[config.mk]
export PLATFORM = sky130hd
export DESIGN_NAME = pipelined_decode_stage
export DESIGN_NICKNAME = d
export VERILOG_FILES = /design/src/rtl/pipelined_decode_stage.sv
export SDC_FILE = /design/constraint.sdc
export NUM_CORES = 1
export LEC_CHECK = 0
export ABC_AREA = 1
export BUFFER_PORTS_ARGS = -buffer_cell sky130_fd_sc_hd__buf_2
export CORE_MARGIN = 2
export CORE_UTILIZATION = 40
export CTS_BUF_LIST = sky130_fd_sc_hd__clkbuf_8
export CTS_CLUSTER_SIZE = 12
export DETAILED_ROUTE_END_ITERATION = 8
export GPL_ROUTABILITY_DRIVEN = 1
export PLACE_DENSITY = 0.6
export SETUP_SLACK_MARGIN = 0.3
export SYNTH_ARGS = -nofsm -noshare
export SYNTH_HDL_FRONTEND = slang
export SYNTH_SLANG_ARGS = --single-unit
[constraint.sdc]
create_clock -name clk -period 1.5 [get_ports clk]
set_clock_uncertainty 0.05 [all_clocks]
set_input_delay 0 -clock clk [delete_from_list [all_inputs] [get_ports clk]]
set_output_delay 0 -clock clk [all_outputs]
set_load 0.01 [all_outputs]
[src/rtl/pipelined_decode_stage.sv]
// -----------------------------------------------------------------------------
// pipelined_decode_stage
//
// Single-entry decode stage: decodes a 3-bit opcode into datapath controls,
// reads two operands from an internal register file (with write-through
// bypass), extends the immediate, and registers everything behind a
// valid/ready handshake. A load in the output register whose destination is
// a source of the incoming instruction causes a one-cycle bubble.
//
// Ports
//   clk, reset         rising-edge clock, asynchronous active-low reset
//   in_valid/in_ready  upstream handshake, instruction bus
//   flush              synchronous kill of the output register and the input
//   wr_en/addr/data    register-file writeback port
//   out_valid/ready    downstream handshake
//   out_*              registered decode results
//   bubble_cnt         saturating count of inserted load-use bubbles
// -----------------------------------------------------------------------------
module pipelined_decode_stage #(
    parameter int  DATA_W     = 16,
    parameter int  REG_CNT    = 8,
    parameter int  INSTR_W    = 16,
    parameter int  IMM_W      = 8,
    parameter int  IMM_SIGNED = 1,
    localparam int REG_AW     = $clog2(REG_CNT)
) (
    input  logic               clk,
    input  logic               reset,
    input  logic               in_valid,
    output logic               in_ready,
    input  logic [INSTR_W-1:0] instruction,
    input  logic               flush,
    input  logic               wr_en,
    input  logic [REG_AW-1:0]  wr_addr,
    input  logic [DATA_W-1:0]  wr_data,
    output logic               out_valid,
    input  logic               out_ready,
    output logic               out_mem_read,
    output logic               out_mem_write,
    output logic               out_wb,
    output logic               out_dest_sel,
    output logic               out_use_imm,
    output logic [1:0]         out_alu_op,
    output logic [REG_AW-1:0]  out_rd,
    output logic [DATA_W-1:0]  out_rs1_data,
    output logic [DATA_W-1:0]  out_rs2_data,
    output logic [DATA_W-1:0]  out_imm,
    output logic [15:0]        bubble_cnt
);

    typedef enum logic [2:0] {
        OP_NOP = 3'b000,
        OP_ADD = 3'b001,
        OP_SUB = 3'b010,
        OP_AND = 3'b011,
        OP_OR  = 3'b100,
        OP_LDM = 3'b101,
        OP_LD  = 3'b110,
        OP_ST  = 3'b111
    } opcode_t;

    typedef struct packed {
        logic [1:0] alu_op;
        logic       wb;
        logic       dest_sel;
        logic       mem_read;
        logic       mem_write;
        logic       use_imm;
        logic       reads_rs1;
        logic       reads_rs2;
    } ctrl_t;

    // Contents of the output register; an all-zero value is an empty slot.
    typedef struct packed {
        logic              valid;
        logic [1:0]        alu_op;
        logic              wb;
        logic              dest_sel;
        logic              mem_read;
        logic              mem_write;
        logic              use_imm;
        logic [REG_AW-1:0] rd;
        logic [DATA_W-1:0] rs1_data;
        logic [DATA_W-1:0] rs2_data;
        logic [DATA_W-1:0] imm;
    } stage_t;

    // ------------------------------------------------------------------
    // Instruction fields. rs1 and rd share one field.
    // ------------------------------------------------------------------
    opcode_t           opcode;
    logic [REG_AW-1:0] rs1;
    logic [REG_AW-1:0] rs2;
    logic [IMM_W-1:0]  imm_raw;
    logic [DATA_W-1:0] imm_ext;

    assign opcode  = opcode_t'(instruction[INSTR_W-1 -: 3]);
    assign rs1     = instruction[INSTR_W-4 -: REG_AW];
    assign rs2     = instruction[INSTR_W-4-REG_AW -: REG_AW];
    assign imm_raw = instruction[IMM_W-1:0];

    generate
        if (IMM_W < DATA_W) begin : g_imm_ext
            logic fill_bit;
            assign fill_bit = (IMM_SIGNED != 0) ? imm_raw[IMM_W-1] : 1'b0;
            assign imm_ext  = {{(DATA_W-IMM_W){fill_bit}}, imm_raw};
        end else begin : g_imm_full
            assign imm_ext = imm_raw;
        end
    endgenerate

    // ------------------------------------------------------------------
    // Decode
    // ------------------------------------------------------------------
    ctrl_t ctrl;

    // NOTE: every signal assigned in always_comb gets a default first so no
    // path leaves it unassigned, which would infer a latch.
    always_comb begin
        ctrl = '0;
        unique case (opcode)
            OP_NOP: ctrl = '0;
            OP_ADD: begin
                ctrl.alu_op    = 2'b00;
                ctrl.wb        = 1'b1;
                ctrl.dest_sel  = 1'b1;
                ctrl.reads_rs1 = 1'b1;
                ctrl.reads_rs2 = 1'b1;
            end
            OP_SUB: begin
                ctrl.alu_op    = 2'b01;
                ctrl.wb        = 1'b1;
                ctrl.dest_sel  = 1'b1;
                ctrl.reads_rs1 = 1'b1;
                ctrl.reads_rs2 = 1'b1;
            end
            OP_AND: begin
                ctrl.alu_op    = 2'b10;
                ctrl.wb        = 1'b1;
                ctrl.dest_sel  = 1'b1;
                ctrl.reads_rs1 = 1'b1;
                ctrl.reads_rs2 = 1'b1;
            end
            OP_OR: begin
                ctrl.alu_op    = 2'b11;
                ctrl.wb        = 1'b1;
                ctrl.dest_sel  = 1'b1;
                ctrl.reads_rs1 = 1'b1;
                ctrl.reads_rs2 = 1'b1;
            end
            OP_LDM: begin
                ctrl.wb        = 1'b1;
                ctrl.dest_sel  = 1'b1;
                ctrl.use_imm   = 1'b1;
            end
            OP_LD: begin
                ctrl.wb        = 1'b1;
                ctrl.mem_read  = 1'b1;
                ctrl.reads_rs1 = 1'b1;
            end
            OP_ST: begin
                ctrl.mem_write = 1'b1;
                ctrl.reads_rs1 = 1'b1;
                ctrl.reads_rs2 = 1'b1;
            end
            default: ctrl = '0;
        endcase
    end

    // ------------------------------------------------------------------
    // Register file: two combinational read ports, one write port.
    // ------------------------------------------------------------------
    logic [DATA_W-1:0] regs [REG_CNT];

    // NOTE: the register file is cleared by reset because its contents are
    // architecturally visible as zero after reset; this makes it flops, not
    // a RAM macro.
    always_ff @(posedge clk or negedge reset) begin
        if (!reset) begin
            for (int i = 0; i < REG_CNT; i++) begin
                regs[i] <= '0;
            end
        end else if (wr_en) begin
            // NOTE: sequential state uses non-blocking assignments so every
            // flop samples pre-edge values regardless of block ordering.
            regs[wr_addr] <= wr_data;
        end
    end

    // A write in the same cycle is forwarded so a dependent instruction sees
    // the new value without waiting for the edge.
    logic [DATA_W-1:0] rs1_data;
    logic [DATA_W-1:0] rs2_data;

    assign rs1_data = (wr_en && (wr_addr == rs1)) ? wr_data : regs[rs1];
    assign rs2_data = (wr_en && (wr_addr == rs2)) ? wr_data : regs[rs2];

    // ------------------------------------------------------------------
    // Handshake and load-use hazard
    // ------------------------------------------------------------------
    stage_t stage_q;
    stage_t stage_d;
    logic   adv;
    logic   hazard;

    assign adv    = !stage_q.valid || out_ready;
    assign hazard = in_valid && stage_q.valid && stage_q.mem_read &&
                    ((ctrl.reads_rs1 && (stage_q.rd == rs1)) ||
                     (ctrl.reads_rs2 && (stage_q.rd == rs2)));

    assign in_ready = adv && !hazard && !flush;

    // Flush wins over everything; a bubble, an idle cycle and a flush all
    // leave a fully cleared slot so stale controls can never leak out.
    always_comb begin
        stage_d = stage_q;
        if (flush) begin
            stage_d = '0;
        end else if (adv) begin
            if (hazard || !in_valid) begin
                stage_d = '0;
            end else begin
                stage_d.valid     = 1'b1;
                stage_d.alu_op    = ctrl.alu_op;
                stage_d.wb        = ctrl.wb;
                stage_d.dest_sel  = ctrl.dest_sel;
                stage_d.mem_read  = ctrl.mem_read;
                stage_d.mem_write = ctrl.mem_write;
                stage_d.use_imm   = ctrl.use_imm;
                stage_d.rd        = rs1;
                stage_d.rs1_data  = rs1_data;
                stage_d.rs2_data  = rs2_data;
                stage_d.imm       = imm_ext;
            end
        end
    end

    always_ff @(posedge clk or negedge reset) begin
        if (!reset) begin
            stage_q <= '0;
        end else begin
            stage_q <= stage_d;
        end
    end

    // Bubbles are counted only when one is actually inserted (not on flush).
    always_ff @(posedge clk or negedge reset) begin
        if (!reset) begin
            bubble_cnt <= '0;
        end else if (!flush && adv && hazard && (bubble_cnt != 16'hFFFF)) begin
            bubble_cnt <= bubble_cnt + 16'd1;
        end
    end

    assign out_valid     = stage_q.valid;
    assign out_alu_op    = stage_q.alu_op;
    assign out_wb        = stage_q.wb;
    assign out_dest_sel  = stage_q.dest_sel;
    assign out_mem_read  = stage_q.mem_read;
    assign out_mem_write = stage_q.mem_write;
    assign out_use_imm   = stage_q.use_imm;
    assign out_rd        = stage_q.rd;
    assign out_rs1_data  = stage_q.rs1_data;
    assign out_rs2_data  = stage_q.rs2_data;
    assign out_imm       = stage_q.imm;

endmodule

==> summary.txt <==
Status
  – Outcome: finished with violations
  – Failing checks: negative hold slack, negative setup slack

Global routing
  – Aggregate global routing overflow: 0
  – Vias in the first global route: 9839
  – First-pass GRT wire length: 54.70 mm
  – GRT met3 Usage: 3.939%
  – Initial antenna violation count: 1
  – GRT Total Usage: 26.14%
  – Met2 Use GR: 41.84%
  – Busiest grt layer: met2
  – Pin count of the biggest net entering global routing: 53
  – Grt met1 use: 36.16%

Drt
  – Routed Antenna Nets: 0
  – DR iter-0 viols: 1273
  – Avg WL per Cell: 17.83 µm
  – Final wirelength: 35.01 mm
  – Vias: 10520
  – DRC errors left: 0
  – DRT Pass-1 Iters: 6
  – DR vias/cell: 5.354

Placement
  – Post-DP HPWL: 22.01 mm
  – Routability congestion estimate from global placement: 0.8454
  – PortBufs: 116
  – Pre-CTS WS: -0.08685 ns

Clock tree
  – Post-CTS Hold Buffers: 34
  – H-Tree Depth: 4
  – Clk Latency, worst-skew pair: 0.48 ns
  – CTS Sinks: 195
  – Max clock buf depth: 2
  – Clock root cell: clkbuf_8
  – CTS Buf Count: 17
  – CTS tree: yes
  – Clk pin slew, worst setup/hold paths: 0.11 ns

Worst setup path
  – Crit path buffers/inverters: 5
  – Crit path max fanout: 4
  – Cell mode on critical path: buf_6
  – CP max stage cell: dfrtp_2
  – Crit path DAT: 1.85 ns
  – Crit path max-delay family: buffers and inverters
  – CP endpoint kind: output pin
  – Crit Path Category: reg2out
  – Cells along the critical path: inv_2, nand2_2, nand2_1, nor2_1, nand3_1, nand2_2, buf_6, a21oi_4, buf_6, buf_6, buf_6
  – Required @ worst endpoint: 1.45 ns
  – CP peak stage delay: 0.46 ns
  – Startpoint Class: flip-flop

Timing
  – Fmax: 525.7 MHz
  – Final worst slack: -0.4023 ns
  – RSZ-0062 raised after global routing: true
  – Slew HR: 58.05%
  – Least-Margin Pin Slew: 0.6226 ns
  – Setup violators final: 68
  – Period utilization: 126.8%
  – Slew Viols, Final: 0
  – Min cycle time layout: 1.902 ns
  – Hold Vio Cnt, Final: 3
  – Worst hold slack: -0.06542 ns

Flow run
  – Max-cap check violation count: 0

Pwr
  – Power Density: 958.3 nW/µm²
  – Static leakage: 6.737 nW
  – Max IR drop VDD: 0.0004894 V
  – Overall power: 13.15 mW

Logic synthesis
  – Cell taking the most area after synthesis: dfrtp_1
  – Avg Cell Area, Syn: 7.314 µm²
  – Ys async rst share: 100.0%
  – Post-synth EDFFs: 0
  – Warnings from Yosys: 0
  – Dominant cells by area after synthesis: dfrtp_1 (47%), nand2_1 (19%), nand3_1 (12%), o21ai_0 (8.8%), buf_2 (1.9%)
  – Post-synthesis sequential area ratio: 47.49%
  – Share of the synthesized area in the top cell type: 47.49%
  – Syn Std Cell Area: 10280 µm²
  – Post-synth cell types: 32
  – Cells after Synth: 1405
  – Syn nets: 1447
  – Seq cells post-synth: 195
  – Most common cell in the synthesized netlist: nand2_1
  – Main synth FF type: dfrtp_1
  – Synth cell count leaders: nand2_1 (513), nand3_1 (239), dfrtp_1 (195), o21ai_0 (180)

Layout
  – Syn-to-layout area delta: 33.51%
  – Share of cells above drive strength 1: 23.88%
  – Final #Nets: 1662
  – Filler cells: 2318

Floorplan
  – Starting Density: 40.81%
  – Core Footprint: 25180 µm²
  – Die width: 164.3 µm
  – Std-Cell Rows: 58
  – Die height: 164.3 µm
  – IO Count: 117
  – Die ar.: 26990 µm²

Worst hold path
  – HP Class: in2reg
[cell usage in the layout (no fill, tap or decap), types with 17 or more instances in the layout]
cell type,instances
nor2_1,50
buf_6,67
o21ai_2,39
dfrtp_1,191
buf_12,23
nand3_1,227
buf_2,87
nand2_2,17
dlygate4sd3_1,34
inv_1,48
nand2_1,498
clkbuf_8,18
o21ai_0,142
buf_4,77
a21oi_1,20
[sequential cells by signal, indices dropped and copies added, names as in the netlist]
| signal | count |
|---|---|
| regs | 128 |
| bubble_cnt | 16 |
| out_wb | 1 |
| out_use_imm | 1 |
| out_alu_op | 2 |
| out_rd | 3 |
| out_rs1_data | 16 |
| out_mem_read | 1 |
| out_valid | 1 |
| out_dest_sel | 1 |
| out_rs2_data | 16 |
| out_mem_write | 1 |
| out_imm | 8 |
[final timing paths]
path / cells after the start / slack (ns) / endpoint / from
min in group asynchronous: 3 / 0.45 / out_imm[0]$_DFFE_PN0P_ / reset
max in group asynchronous: 4 / 0.40 / regs[90]$_DFFE_PN0P_ / reset
hold reg to reg: 2 / 0.43 / out_rs2_data[5]$_DFFE_PN0P_ / out_rs2_data[5]$_DFFE_PN0P_
setup reg to reg: 14 / -0.39 / out_rs1_data[7]$_DFFE_PN0P_ / out_rd[0]$_DFFE_PN0P_
hold / removal: 6 / -0.07 / out_rs1_data[7]$_DFFE_PN0P_ / out_ready
setup / recovery: 11 / -0.40 / in_ready / out_rd[0]$_DFFE_PN0P_
[through the flow]
stage	cell area [µm²]	util, %	setup TNS, ns	instances
2_1_floorplan	10340	-	-0.3502	1405
3_3_place_gp	11900	47.24	-0.5348	1853
3_5_place_dp	11900	47.24	-1.357	1853
4_1_cts	13250	52.60	-23.74	1944
5_1_grt	13720	54.47	-32.50	1963
6_report	13720	54.48	-23.81	1964
[layout make-up]
class                   instances  area (µm²)  area share (%)
diodes                          1       2.502         0.01824
flip-flops and latches        195        4885           35.60
well taps                     330       412.9           3.010
repair buffers                294        2716           19.80
clock buffers                  18       247.7           1.806
inverters                      57       216.5           1.578
multi-input cells            1055        5069           36.94
clock inverters                14       170.2           1.240
[kinds of logic (layout without fill, tap and decap cells)]
| family | count (synthesis) | after routing | synth area share [%] |
|---|---|---|---|
| AO/OA/AOI/OAI | 219 | 219 | 10.87 |
| XOR/XNOR | 14 | 14 | 1.193 |
| adder cells (fa/ha/maj) | 1 | 1 | 0.1217 |
| buffers and inverters | 157 | 383 | 6.721 |
| flip-flops | 195 | 195 | 47.49 |
| other | 0 | 1 | 0 |
| AND/OR/NAND/NOR | 819 | 821 | 33.61 |
[where the power goes]
group / total [mW] / internal (mW) / switching [mW] / leakage (nW)
logic: 2.95 / 1.25 / 1.70 / 4.03
clock network: 3.63 / 1.59 / 2.05 / 0.211
registers: 6.57 / 5.99 / 0.577 / 2.50
[routing by layer]
metal	share of wire [%]	routed length [µm]	up-vias
met5	0	0	-
met4	2.2	776	0
met3	7.2	2531	60
met2	47	16310	441
met1	44	15390	4983
li1	-	-	5031
[repair_timing]
action,CTS,global route
setup endpoints to repair,96,168
buffers inserted,22,16
endpoints found under the hold margin,372,3
gates resized for setup,84,71
pin swaps,8,13
cloned,3,3
[tightest hold or removal path, stage by stage]
cell and delay, ns:
buf_2 0.08, inv_1 0.03, nand2_1 0.11, nor2_4 0.09, nand2_1 0.08, o21ai_2 0.05
Power figures use the tool's default switching activity.
